**src/rtl/bcd_pkg.sv**
```systemverilog
// Shared types and constants for the digit-serial BCD datapath blocks.
package bcd_pkg;

    localparam int BCD_DIGIT_W = 4;
    localparam int BCD_RADIX   = 10;
    localparam int BCD_DIGITS  = 4;

    typedef enum logic [2:0] {
        IDLE  = 3'd0,
        CHECK = 3'd1,
        SUB   = 3'd2,
        NEG   = 3'd3,
        DONE  = 3'd4
    } state_t;

    function automatic logic digit_invalid(input logic [BCD_DIGIT_W-1:0] d);
        return d > BCD_DIGIT_W'(BCD_RADIX - 1);
    endfunction

endpackage

```
**src/rtl/bcd_digit_sub.sv**
```systemverilog
// One BCD digit of subtraction: minuend - subtrahend - borrow_in, corrected back into 0..9.
module bcd_digit_sub
    import bcd_pkg::*;
(
    input  logic [BCD_DIGIT_W-1:0] minuend,
    input  logic [BCD_DIGIT_W-1:0] subtrahend,
    input  logic                   borrow_in,
    output logic [BCD_DIGIT_W-1:0] digit,
    output logic                   borrow_out
);

    logic [BCD_DIGIT_W:0] t;

    // With digits in 0..9 the raw difference spans -10..9, so the extra top bit is the sign.
    always_comb begin
        t          = {1'b0, minuend} - {1'b0, subtrahend} - {{BCD_DIGIT_W{1'b0}}, borrow_in};
        borrow_out = t[BCD_DIGIT_W];
        digit      = borrow_out ? t[BCD_DIGIT_W-1:0] + BCD_DIGIT_W'(BCD_RADIX)
                                : t[BCD_DIGIT_W-1:0];
    end

endmodule

```
**src/rtl/bcd_sub_seq.sv**
```systemverilog
// Digit-serial |a - b| for packed BCD operands with sign and digit-validity flags.
module bcd_sub_seq
    import bcd_pkg::*;
#(
    parameter int DIGITS = BCD_DIGITS
) (
    input  logic                          clk,
    input  logic                          rst_n,
    input  logic                          start,
    input  logic [BCD_DIGIT_W*DIGITS-1:0] a,
    input  logic [BCD_DIGIT_W*DIGITS-1:0] b,
    output logic                          busy,
    output logic                          done,
    output logic [BCD_DIGIT_W*DIGITS-1:0] diff,
    output logic                          neg,
    output logic                          invalid,
    output state_t                        state
);

    localparam int W     = BCD_DIGIT_W * DIGITS;
    localparam int IDX_W = (DIGITS > 1) ? $clog2(DIGITS) : 1;
    localparam logic [IDX_W-1:0] LAST_IDX = IDX_W'(DIGITS - 1);

    logic [W-1:0]             a_q;
    logic [W-1:0]             b_q;
    logic [W-1:0]             r;
    logic                     borrow;
    logic [IDX_W-1:0]         idx;

    logic [BCD_DIGIT_W-1:0]   op_min;
    logic [BCD_DIGIT_W-1:0]   op_sub;
    logic [BCD_DIGIT_W-1:0]   dig;
    logic                     bout;
    logic [W-1:0]             r_shift;
    logic                     any_bad;

    // SUB consumes a_i - b_i; NEG turns the partial result into its ten's complement (0 - r_i).
    always_comb begin
        op_min  = (state == NEG) ? '0 : a_q[BCD_DIGIT_W-1:0];
        op_sub  = (state == NEG) ? r[BCD_DIGIT_W-1:0] : b_q[BCD_DIGIT_W-1:0];
        r_shift = (r >> BCD_DIGIT_W) | (W'(dig) << (W - BCD_DIGIT_W));
    end

    always_comb begin
        any_bad = 1'b0;
        for (int i = 0; i < DIGITS; i++) begin
            if (digit_invalid(a_q[i*BCD_DIGIT_W +: BCD_DIGIT_W]) ||
                digit_invalid(b_q[i*BCD_DIGIT_W +: BCD_DIGIT_W]))
                any_bad = 1'b1;
        end
    end

    bcd_digit_sub u_digit (
        .minuend    (op_min),
        .subtrahend (op_sub),
        .borrow_in  (borrow),
        .digit      (dig),
        .borrow_out (bout)
    );

    always_ff @(posedge clk or negedge rst_n) begin
        if (!rst_n) begin
            state   <= IDLE;
            a_q     <= '0;
            b_q     <= '0;
            r       <= '0;
            borrow  <= 1'b0;
            idx     <= '0;
            busy    <= 1'b0;
            done    <= 1'b0;
            diff    <= '0;
            neg     <= 1'b0;
            invalid <= 1'b0;
        end else begin
            done <= 1'b0;
            case (state)
                IDLE, DONE: begin
                    if (start) begin
                        a_q    <= a;
                        b_q    <= b;
                        borrow <= 1'b0;
                        idx    <= '0;
                        busy   <= 1'b1;
                        state  <= CHECK;
                    end else begin
                        state  <= IDLE;
                    end
                end
                CHECK: begin
                    if (any_bad) begin
                        r       <= '0;
                        diff    <= '0;
                        neg     <= 1'b0;
                        invalid <= 1'b1;
                        done    <= 1'b1;
                        busy    <= 1'b0;
                        state   <= DONE;
                    end else begin
                        state   <= SUB;
                    end
                end
                SUB: begin
                    r      <= r_shift;
                    a_q    <= a_q >> BCD_DIGIT_W;
                    b_q    <= b_q >> BCD_DIGIT_W;
                    borrow <= bout;
                    idx    <= idx + IDX_W'(1);
                    if (idx == LAST_IDX) begin
                        idx    <= '0;
                        borrow <= 1'b0;
                        // A final borrow means a < b and the partial result is a - b + 10^DIGITS.
                        if (bout) begin
                            state   <= NEG;
                        end else begin
                            diff    <= r_shift;
                            neg     <= 1'b0;
                            invalid <= 1'b0;
                            done    <= 1'b1;
                            busy    <= 1'b0;
                            state   <= DONE;
                        end
                    end
                end
                NEG: begin
                    r      <= r_shift;
                    borrow <= bout;
                    idx    <= idx + IDX_W'(1);
                    if (idx == LAST_IDX) begin
                        idx     <= '0;
                        borrow  <= 1'b0;
                        diff    <= r_shift;
                        neg     <= 1'b1;
                        invalid <= 1'b0;
                        done    <= 1'b1;
                        busy    <= 1'b0;
                        state   <= DONE;
                    end
                end
                default: begin
                    busy  <= 1'b0;
                    state <= IDLE;
                end
            endcase
        end
    end

endmodule

```
**config.mk**
```make
export PLATFORM = sky130hd
export DESIGN_NAME = bcd_sub_seq
export DESIGN_NICKNAME = d
export VERILOG_FILES = /design/src/rtl/bcd_pkg.sv /design/src/rtl/bcd_digit_sub.sv /design/src/rtl/bcd_sub_seq.sv
export SDC_FILE = /design/constraint.sdc
export NUM_CORES = 1
export LEC_CHECK = 0
export CORE_ASPECT_RATIO = 0.75
export CORE_MARGIN = 5
export CORE_UTILIZATION = 54
export DETAILED_ROUTE_END_ITERATION = 10
export GPL_ROUTABILITY_DRIVEN = 0
export PLACE_DENSITY = 0.87
export SYNTH_ARGS = -nofsm -noshare
export SYNTH_HDL_FRONTEND = slang
export SYNTH_HIERARCHICAL = 1
export SYNTH_SLANG_ARGS = --single-unit
```
**constraint.sdc**
```tcl
create_clock -name clk -period 5.43 [get_ports clk]
set_input_delay 0.543 -clock clk [delete_from_list [all_inputs] [get_ports clk]]
set_output_delay 0.543 -clock clk [all_outputs]
set_load 0.02 [all_outputs]
```
Word level (Yosys, flattened, before mapping)
Index checks and enable logic that the tools add are counted.
Operators by class
  magnitude comparators: 8
  reductions and logical operators: 17
  bitwise operators: 1
  equality and inequality tests: 10
  mux-type cells: 44
  add/sub/neg operators: 4
Operators by type and width (number)
  $mux W16: 6
  $pmux W16 S2: 3
  $pmux W16 S3: 1
  $gt A4 B4 Y1 const B: 8
  $mux W1: 18
  $or A12 B16 Y16: 1
  $mux W3: 4
  $mux W4: 3
  $pmux W3 S4: 1
  $reduce_and A5 Y1: 2
  $pmux W1 S3: 3
  $ne A2 B2 Y1 const B: 4
  $reduce_and A2 Y1: 4
  $eq A3 B2 Y1 const B: 2
  $reduce_bool A2 Y1: 3
  $sub A4 B4 Y5: 1
  $sub A5 B1 Y5: 1
  $add A4 B4 Y4 const B: 1
  $logic_or A1 B1 Y1: 4
  $mux W2: 2
  $pmux W1 S4: 1
  $pmux W2 S2: 1
  $reduce_or A2 Y1: 2
  $eq A3 B1 Y1 const B: 1
  7 further kinds: 7
Word-level totals
  flip-flop bits (word level): 74
  output and inout port bits: 23
  logic and storage cells: 95
  input bits: 35

Depth between registers and ports, before layout
Gate-level depths: netlist of run 1.
  word-level depth: 10
  depth in mapped cells: 16
  depth with buffers taken out: 15

By module
The synthesis of run 1 kept the hierarchy.
By module, submodules not included
  bcd_sub_seq: cells each 327, seq. area each 1851.8 µm², area an instance 3392.0 µm², instances 1
  bcd_digit_sub: cells each 32, seq. area each 0.0 µm², area an instance 274.0 µm², instances 1

Worst setup path after synthesis of run 1
Ideal clock, no wire load.
  kind: flip-flop to flip-flop
  from: register state[1]
  to: register diff[0]
  cell stages (with the launch flop): 16
  setup slack: 2.025 ns
  arrival time: 3.287 ns
  required time: 5.311 ns
  path through: dfrtp_1 -> and2b_1 -> nand2_1 -> mux2_1 -> inv_1 -> fa_1 -> fa_1 -> nand2b_1 -> a211o_1 -> and2_4 -> inv_1 -> nand2b_1 -> nand3_1 -> buf_2 -> mux2i_1 -> nor2_1
On the way
  word-level cells in the longest chain between the ends: 6
  elaborated cells between the ends (all ways): 14
  those cells by class: add/sub: 2; eq/ne: 7; mux: 3; reduce/logical: 2
RTL lines
  start, declared: line bcd_sub_seq.sv:17  | output state_t state
  start signal, assigned: line bcd_sub_seq.sv:63  | state <= IDLE;
  start signal, assigned: line bcd_sub_seq.sv:84  | state <= CHECK;
  start signal, assigned: line bcd_sub_seq.sv:86  | state <= IDLE;
  $eq A3 B2 Y1: line bcd_sub_seq.sv:40  | op_sub = (state == NEG) ? r[BCD_DIGIT_W-1:0] : b_q[BCD_DIGIT_W-1:0];
  $mux W4: line bcd_sub_seq.sv:40
  via op_sub[0]: line bcd_sub_seq.sv:31  | logic [BCD_DIGIT_W-1:0] op_sub;
  $sub A4 B4 Y5: line bcd_digit_sub.sv:16  | t = {1'b0, minuend} - {1'b0, subtrahend} - {{BCD_DIGIT_W{1'b0}}, borrow_in};
  $sub A5 B1 Y5: line bcd_digit_sub.sv:16
  via bout: line bcd_sub_seq.sv:33  | logic bout;
  $ne A2 B2 Y1 (no line)
  $reduce_and A5 Y1 (no line)
  end signal, assigned: line bcd_sub_seq.sv:115  | diff <= r_shift;
  end signal, assigned: line bcd_sub_seq.sv:131  | diff <= r_shift;
  end, declared: line bcd_sub_seq.sv:14  | output logic [BCD_DIGIT_W*DIGITS-1:0] diff,
The timed path passes the listed nets, and every way through them passes these cells.
A chain may end at the register's enable or synchronous reset.

Worst setup path in the final report of run 1
  from: register state[1]
  to: register diff[12]
On the way
  elaborated cells between the ends (all ways): 20
  those cells by class: add/sub: 3; eq/ne: 7; mux: 7; bitwise: 1; reduce/logical: 2
RTL lines
  $eq A3 B2 Y1 *: line bcd_sub_seq.sv:40
  $mux W4 *: line bcd_sub_seq.sv:40
  via op_sub[0]: line bcd_sub_seq.sv:31
  $sub A4 B4 Y5 *: line bcd_digit_sub.sv:16
  $sub A5 B1 Y5 *: line bcd_digit_sub.sv:16
  via bout: line bcd_sub_seq.sv:33
  $mux W4: line bcd_digit_sub.sv:18  | digit = borrow_out ? t[BCD_DIGIT_W-1:0] + BCD_DIGIT_W'(BCD_RADIX)
  $or A12 B16 Y16: line bcd_sub_seq.sv:41  | r_shift = (r >> BCD_DIGIT_W) | (W'(dig) << (W - BCD_DIGIT_W));
  $mux W16: line bcd_sub_seq.sv:112  | if (bout) begin
  $mux W16: line bcd_sub_seq.sv:108  | if (idx == LAST_IDX) begin
  $pmux W16 S3: line bcd_sub_seq.sv:76  | case (state)
Mark *: on every way through the listed nets, which the timed path passes. The rest lies on a longest branch. The select of a mux whose other input is x is not followed.

==> qor.yml, run 1 <==
status: "finished, final reports clean"
cts_resized: 0
crit_path_start: "state[1]"
initial_core_util: 0.5471
cts_tree: "yes"
finish.net_count: 456
cts.reportedPaths.clkPinSlew_ps: 80
setup_tns_ps: 0
die_x_microns: 105.1
cts_hold_buffers: 0
postCtsSetupBuffers: 0
cp_max_fo: 23
synth_cells: 359
core_area_sq_mm: 0.006701
finalHoldViolations: 0
diodes: 0
worstMarginPinSlew_ps: 1107
total_power_mw: 2.659
grt_pass1_wl_microns: 13820
hold_slack_ps: 394.4
crit_path_start_kind: "register"
async_flop_share: 1.000
dieHeight_microns: 81.36
end_kind: "register"
track_usage: 0.2042
finish.utilization: 0.6701
synthMuxAreaShare: 0.1256
via_count: 2754
dpl.hpwl_microns: 5521
ioPinCount: 58
drt_iter0_drc: 258
wire_per_inst_microns: 16.13
finalCritPeriodShare: 0.7458
final_area_sq_mm: 0.004491
crit_family: "simple AND/OR/NAND/NOR gates"
synth_top_area_cell: "dfrtp_1"
ys_ff_latch: 74
slew_headroom: 0.2599
pre_cts_slack_ps: 1430
netlist_area_sq_mm: 0.003666
path_buf_inv: 4
dp_cells: 484
rr_worst_depth: 16
syn_nets: 404
yosysWarnings: 6
crit_required_ps: 5650
powerDensity_mw_per_mm2: 592.0
r2r_start: "state[1]"
fin_ws_ps: 1380
rsz0062_at_grt: "no"
numCtsBuffers: 9
viasPerCell: 5.508
synth_xor_area_frac: 0.01195
final_layout_size_suffix_gt1_frac: 0.09615
cts-root-buf: "clkbuf_8"
cp.arrival_ps: 4270
avgSynthCellArea_sq_um: 10.21
worstReg2RegEnd: "diff[12]"
synth_top_family_by_area: "simple AND/OR/NAND/NOR gates"
crit_path_cell_trace: "and2b_1, buf_4, nand2_1, mux2_1, inv_1, fa_1, fa_1, nand2b_1, a211o_1, and2_4, inv_1, nand2b_1, nand3_1, buf_4, mux2i_1, nor2_1"
crit_path_end: "diff[12]"
layoutNonFillerInstCount: 500
hp-class: "in2async"
clockBufferDepth: 2
synth_cell_types: 38
p_leak_nw: 2.028
peakVddDrop_uv: 303.7
crit_type: "reg2reg"
antenna_found_initial: 0
wl_microns: 8067
fp.dieArea_sq_mm: 0.008554
synthAdderAreaFrac: 0.03823
io_buffers: 57
seq_area_frac_synth: 0.5051
synth_edf_count: 0
setup-violations-final: 0
slowest_delay_ps: 500
synthSimpleGateAreaFrac: 0.1392
grt_overflow: 0
post-route-min-period_ps: 4050
insertion_delay_ps: 350
dr.pass1.iters: 4
place_area_sq_mm: 0.004217
htreeDepth: 3
grt_max_degree: 75
path_depth: 16
synth_flop_cell: "dfrtp_1"
drc: 0
synth.top_cell.area_share: 0.5051
fin_worst_skew_ps: 10.06
row_count: 26
first_global_vias: 2858
drv_cap: 0
drtAntennaViolNets: 0
synth_compound_area_frac: 0.1229
fmax_ghz: 0.2469
rrSetupSlack_ps: 1380
cts.sinks: 74
final_max_slew_viol_count: 0
synth_area_leaders: "dfrtp_1 51%, mux2i_1 11%, nand2_1 8.0%, o21ai_1 4.0%, a21oi_2 3.3%"
area_delta_synth_final_pct: 22.49
slowest_stage: "dfrtp_1"
==> layout by cell type, fill, tap and decap left out, types with 2 or more instances in the layout <==
| master | synthesis | layout |
|---|---|---|
| a21oi_1 | 12 | 12 |
| a21oi_2 | 14 | 14 |
| and2_1 | 5 | 5 |
| buf_4 | 3 | 5 |
| bufinv_16 | 0 | 4 |
| clkbuf_8 | 0 | 10 |
| clkdlybuf4s50_1 | 0 | 56 |
| dfrtp_1 | 74 | 74 |
| fa_1 | 2 | 2 |
| ha_1 | 8 | 8 |
| inv_1 | 10 | 10 |
| mux2_1 | 4 | 4 |
| mux2i_1 | 40 | 40 |
| nand2_1 | 78 | 78 |
| nand2b_1 | 3 | 3 |
| nand3_1 | 3 | 3 |
| nand3b_1 | 4 | 4 |
| nand4_1 | 2 | 2 |
| nor2_1 | 20 | 19 |
| o21ai_0 | 12 | 12 |
| o21ai_1 | 29 | 29 |
| xnor2_1 | 3 | 3 |
| xor2_1 | 2 | 2 |
==> worst min path at each step <==
stage / end / slack (ps) / depth (start not counted) / startpoint
2_1_floorplan: a_q[0] / 250 / 0 / rst_n
3_3_place_gp: invalid / 460 / 1 / invalid
3_5_place_dp: a_q[4] / 480 / 2 / a_q[8]
4_1_cts: diff[14] / 440 / 2 / rst_n
5_1_grt: diff[2] / 480 / 2 / rst_n
6_report: diff[9] / 390 / 2 / rst_n
==> area by class of cell <==
class	count	area [sq um]
Tap cell	84	105.1
Clock buffer	10	137.6
Clock inverter	6	136.4
Timing Repair Buffer	62	603.1
Fill cell	497	2211
Sequential cell	74	1852
Multi-Input combinational cell	254	1619
Inverter	10	37.54
==> logic make-up after synthesis <==
family | count (synthesis)
multiplexers | 45
adder cells (fa/ha/maj) | 10
XOR/XNOR | 5
flip-flops | 74
buffers and inverters | 31
AO/OA/AOI/OAI | 75
AND/OR/NAND/NOR | 119
==> where the power goes <==
| part | switching, mW | internal [mW] |
|---|---|---|
| clock | 0.211 | 0.366 |
| sequential | 0.144 | 0.716 |
| combinational | 0.700 | 0.522 |
| total | 1.05 | 1.60 |
==> synth_stat cells, drive strengths merged (3+ instances only) <==
cell     n
nand3b   4
xnor2    3
mux2i   40
a21oi   26
nand3    3
and2     6
dfrtp   74
inv     10
buf     18
ha       8
mux2     5
nand2   78
nor2    20
clkbuf   3
o21ai   41
nand2b   3
==> flip-flops by register name (all words and copies together) (netlist names), 2 cells and up <==
| name | count |
|---|---|
| r | 16 |
| state | 3 |
| diff | 16 |
| a_q | 16 |
| idx | 2 |
| b_q | 16 |
==> metal layers <==
layer	routed length [microns]	vias to the layer above	global-route usage
met1	3706	1346	0.2696
met2	3848	83	0.3348
met4	98	0	0.06130
li1	-	1313	-
met3	414	12	0.05401
met5	0	-	0
Note: power is estimated with default switching activity, not from simulation.
==> run 2, diff against run 1 <==
--- a/config.mk
+++ b/config.mk
@@ -7,10 +7,10 @@
 export LEC_CHECK = 0
 export CORE_ASPECT_RATIO = 0.75
 export CORE_MARGIN = 5
-export CORE_UTILIZATION = 54
+export CORE_UTILIZATION = 48
 export DETAILED_ROUTE_END_ITERATION = 10
 export GPL_ROUTABILITY_DRIVEN = 0
-export PLACE_DENSITY = 0.87
+export PLACE_DENSITY = 0.82
 export SYNTH_ARGS = -nofsm -noshare
 export SYNTH_HDL_FRONTEND = slang
 export SYNTH_HIERARCHICAL = 1
==> constraint.sdc (replaced) <==
create_clock -name clk -period 3.65 [get_ports clk]
set_input_delay 0.365 -clock clk [delete_from_list [all_inputs] [get_ports clk]]
set_output_delay 0.365 -clock clk [all_outputs]
set_load 0.02 [all_outputs]
==> qor.yml, run 2 (synthesis results as in run 1) <==
status: "finished, final reports clean"
cp.arrival_ps: 3680
drc: 0
viasPerCell: 5.220
pwr-share-seq: 0.339
cts_tree: "yes"
wire_per_inst_microns: 15.15
final_layout_size_suffix_gt1_frac: 0.09976
finish.net_count: 462
powerDensity_mw_per_mm2: 826.0
clockBufferDepth: 2
crit_type: "reg2reg"
hp-class: "reg2reg"
ioPinCount: 58
fin_ws_ps: 191.7
p_int_mw: 2.188
p_leak_nw: 2.021
postCtsSetupBuffers: 0
post-route-min-period_ps: 3458
htreeDepth: 3
peakVddDrop_uv: 384.8
core_area_sq_mm: 0.007398
crit_required_ps: 3870
setup_tns_ps: 0
via_count: 2725
drtAntennaViolNets: 0
row_count: 27
die_x_microns: 110.9
clkPwrFrac: 0.166
antenna_found_initial: 0
dieHeight_microns: 85.69
dpl.hpwl_microns: 5585
slew_headroom: 0.4156
rsz0062_at_grt: "no"
worstMarginPinSlew_ps: 876.6
crit_path_start_kind: "register"
fp.dieArea_sq_mm: 0.009503
cp_max_fo: 13
initial_core_util: 0.4955
cts-root-buf: "clkbuf_8"
cts.sinks: 74
wl_microns: 7910
area_delta_synth_final_pct: 22.05
p_sw_frac: 0.4080
total_power_mw: 3.696
final_max_slew_viol_count: 0
insertion_delay_ps: 350
final_cell_mix: "78 x nand2_1, 74 x dfrtp_1, 56 x clkdlybuf4s50_1"
diodes: 0
drv_cap: 0
grt_overflow: 0
fin_worst_skew_ps: 9.510
finalHoldViolations: 0
cts.reportedPaths.clkPinSlew_ps: 80
pre_cts_slack_ps: 169.9
grt_pass1_wl_microns: 13570
dr.pass1.iters: 4
comb_power_share: 0.496
first_global_vias: 2809
place_area_sq_mm: 0.004275
final_area_sq_mm: 0.004474
end_kind: "register"
grt_max_degree: 54
drt_iter0_drc: 189
fmax_ghz: 0.2892
final_common_cell: "nand2_1"
finalCritPeriodShare: 0.9475
switchingPower_mw: 1.508
numCtsBuffers: 9
io_buffers: 57
setup-violations-final: 0
track_usage: 0.1773
==> run 2: cell types whose count changed in the layout (fill, tap and decap cells not counted), sizes merged <==
cell / change
clkinvlp: -1
clkbuf: +2
dlygate4sd3: +1
bufinv: -3
buf: +5
inv: -1
clkinv: +2
==> run 2: critical path: stages (launching register included) <==
cell      delay, ps
dfrtp_1         400
and2b_1         210
nand2_1          90
mux2_1          210
inv_1            50
fa_1            430
fa_1            430
nand2b_1        180
a211o_1         320
and2_4          180
inv_1           100
nand2b_1        100
nand3_1         130
buf_6           200
mux2i_1         220
nor2_1           50
==> run 2: cell type report <==
class                      count  area [sq um]
timing repair buffer          68         654.4
sequential                    74          1852
clock buffer                  12         145.1
tap                          101         126.4
multi-input combinational    254          1619
inverter                      10         37.54
clock inverter                 3         40.04
fill                         587          2924
==> run 2: timing repair <==
action	4_1_cts	5_1_grt
hold endpoints to repair	21	0
resized for setup	0	1
setup endpoints to repair	0	6
hold buffers	1	0
==> run 2: power by group through the flow <==
stage	combinational, mW	sequential (mW)	clock [mW]
final	1.83	1.25	0.613
after floorplan	1.45	1.23	0
after detailed placement	1.83	1.26	0
after global routing	2.04	1.28	0.667
after CTS	1.85	1.25	0.627
after global placement	1.75	1.25	0
==> run 2: final timing paths <==
kind	startpoint	to	slack, ps	cells after the start
max in group asynchronous	rst_n	diff[15]	2080	3
min	invalid	invalid	490	1
min reg2reg	invalid	invalid	490	1
max reg2reg	state[2]	diff[10]	190	15
max	state[2]	diff[10]	190	15
min in group asynchronous	rst_n	b_q[13]	510	2
==> run 2: per-stage QoR <==
| step | hold WS (ps) | instances | utilization |
|---|---|---|---|
| 2_1_floorplan | 69.41 | 359 | - |
| 3_3_place_gp | 346.1 | 506 | 0.5779 |
| 3_5_place_dp | 357.0 | 506 | 0.5779 |
| 4_1_cts | 492.0 | 522 | 0.6043 |
| 5_1_grt | 499.9 | 522 | 0.6048 |
| 6_report | 489.0 | 522 | 0.6048 |
==> run 2: metal layers <==
metal | vias up | part of all wire | GRT usage
met4 | 0 | 0.025 | 0.06600
met2 | 60 | 0.46 | 0.2676
met3 | 17 | 0.039 | 0.05289
li1 | 1328 | - | -
met5 | - | 0 | 0
met1 | 1320 | 0.47 | 0.2433
==> run 3, diff against run 2 <==
--- a/config.mk
+++ b/config.mk
@@ -7,10 +7,11 @@
 export LEC_CHECK = 0
 export CORE_ASPECT_RATIO = 0.75
 export CORE_MARGIN = 5
-export CORE_UTILIZATION = 48
+export CORE_UTILIZATION = 54
 export DETAILED_ROUTE_END_ITERATION = 10
+export DONT_BUFFER_PORTS = 1
 export GPL_ROUTABILITY_DRIVEN = 0
-export PLACE_DENSITY = 0.82
+export PLACE_DENSITY = 0.79
 export SYNTH_ARGS = -nofsm -noshare
 export SYNTH_HDL_FRONTEND = slang
 export SYNTH_HIERARCHICAL = 1
==> qor.yml, run 3 (synthesis results as in run 1) <==
htreeDepth: 3
cts-root-buf: "clkbuf_8"
grt_max_degree: 75
cp_max_fo: 12
register_area_sq_mm: 0.001852
comb_power_share: 0.480
grt_overflow: 0
hold_end: "a_q[14]"
io_buffers: 0
hp-class: "in2reg"
p_leak_nw: 1.811
insertion_delay_ps: 350
viasPerCell: 5.572
antenna_found_initial: 0
initial_core_util: 0.5471
finalHoldViolations: 0
drc: 0
status: "finished, final reports clean"
cts.sinks: 74
area_delta_synth_final_pct: 6.928
setup_tns_ps: 0
switchingPower_mw: 1.488
post-route-min-period_ps: 3376
track_usage: 0.1870
setup-violations-final: 0
via_count: 2502
slew_headroom: 0.3816
rr_worst_depth: 15
finish.net_count: 406
first_global_vias: 2467
clockBufferDepth: 2
wire_per_inst_microns: 16.59
fin_worst_skew_ps: 8.682
end_kind: "register"
cts_resized: 0
dieHeight_microns: 81.36
min_delay_path_depth: 2
rsz0062_at_grt: "no"
peakVddDrop_uv: 427.2
fmax_ghz: 0.2962
p_int_mw: 2.132
cp.arrival_ps: 3590
row_count: 26
r2r_start: "state[2]"
worstMarginPinSlew_ps: 927.6
grt_pass1_wl_microns: 12510
p_sw_frac: 0.4110
final_cell_mix: "78 x nand2_1, 74 x dfrtp_1, 40 x mux2i_1"
ioPinCount: 58
pwr-share-seq: 0.347
fp.dieArea_sq_mm: 0.008554
wl_microns: 7449
crit_required_ps: 3870
nFillCells: 557
worstReg2RegEnd: "diff[13]"
numCtsBuffers: 9
finalCritPeriodShare: 0.9249
diodes: 0
final_layout_size_suffix_gt1_frac: 0.1178
cts_tree: "yes"
min_from: "a[14]"
rrSetupSlack_ps: 270
powerDensity_mw_per_mm2: 923.5
cts_hold_buffers: 2
die_x_microns: 105.1
postCtsSetupBuffers: 0
crit_path_start_kind: "register"
dr.pass1.iters: 5
cts.reportedPaths.clkPinSlew_ps: 80
drt_iter0_drc: 183
clkPwrFrac: 0.173
crit_type: "reg2reg"
dpl.hpwl_microns: 5105
drv_cap: 0
finish.utilization: 0.5850
final_max_slew_viol_count: 0
core_area_sq_mm: 0.006701
final_common_cell: "nand2_1"
multiInputGateArea_sq_mm: 0.001619
drtAntennaViolNets: 0
## run 3: routing by layer
layer / routed length [microns] / GRT usage / share of wire
met5: 0 / 0 / 0
met4: 57 / 0.05875 / 0.0077
met3: 565 / 0.07863 / 0.076
met2: 3424 / 0.2877 / 0.46
met1: 3403 / 0.2423 / 0.46
## run 3: stage by stage
step	cells	hold WS, ps	worst slack [ps]	area, sq um	power [mW]
3_5_place_dp	432	71.05	308.4	3689	2.981
2_1_floorplan	359	69.41	244.9	3666	2.686
6_report	449	136.9	274.2	3920	3.620
5_1_grt	449	122.4	77.99	3920	3.919
3_3_place_gp	432	71.42	418.4	3689	2.892
4_1_cts	449	120.7	275.8	3920	3.634
## run 3: area by class of cell
type | count | area share
multi-input combinational | 254 | 0.4130
timing repair buffer | 12 | 0.02873
inverter | 10 | 0.009575
clock buffer | 11 | 0.03607
clock inverter | 4 | 0.01341
tap | 84 | 0.02681
sequential | 74 | 0.4724
## run 3: worst max path at each step
| stage | start | endpoint | depth (start not counted) | slack, ps |
|---|---|---|---|---|
| global route | state[2] | diff[12] | 15 | 80 |
| finish | state[2] | diff[13] | 15 | 270 |
| CTS | state[2] | diff[13] | 15 | 280 |
| floorplan | state[1] | diff[0] | 15 | 240 |
| global placement | state[2] | diff[12] | 15 | 420 |
| detailed placement | state[2] | diff[13] | 15 | 310 |
## run 3: power by group through the flow
| stage | Sequential (mW) | Combinational, mW | Clock, mW |
|---|---|---|---|
| floorplan | 1.23 | 1.45 | 0 |
| global placement | 1.26 | 1.63 | 0 |
| detailed placement | 1.27 | 1.71 | 0 |
| CTS | 1.25 | 1.74 | 0.642 |
| global route | 1.29 | 1.95 | 0.678 |
| finish | 1.26 | 1.74 | 0.627 |
## run 3: critical path, cell delays in order (launching register included)
cell and delay [ps]:
dfrtp_1 380, and2b_1 210, nand2_1 80, mux2_1 200, inv_1 50, fa_1 440, fa_1 420, nand2b_1 180
a211o_1 310, and2_4 180, inv_1 90, nand2b_1 80, nand3_1 110, buf_4 250, mux2i_1 220, nor2_1 60
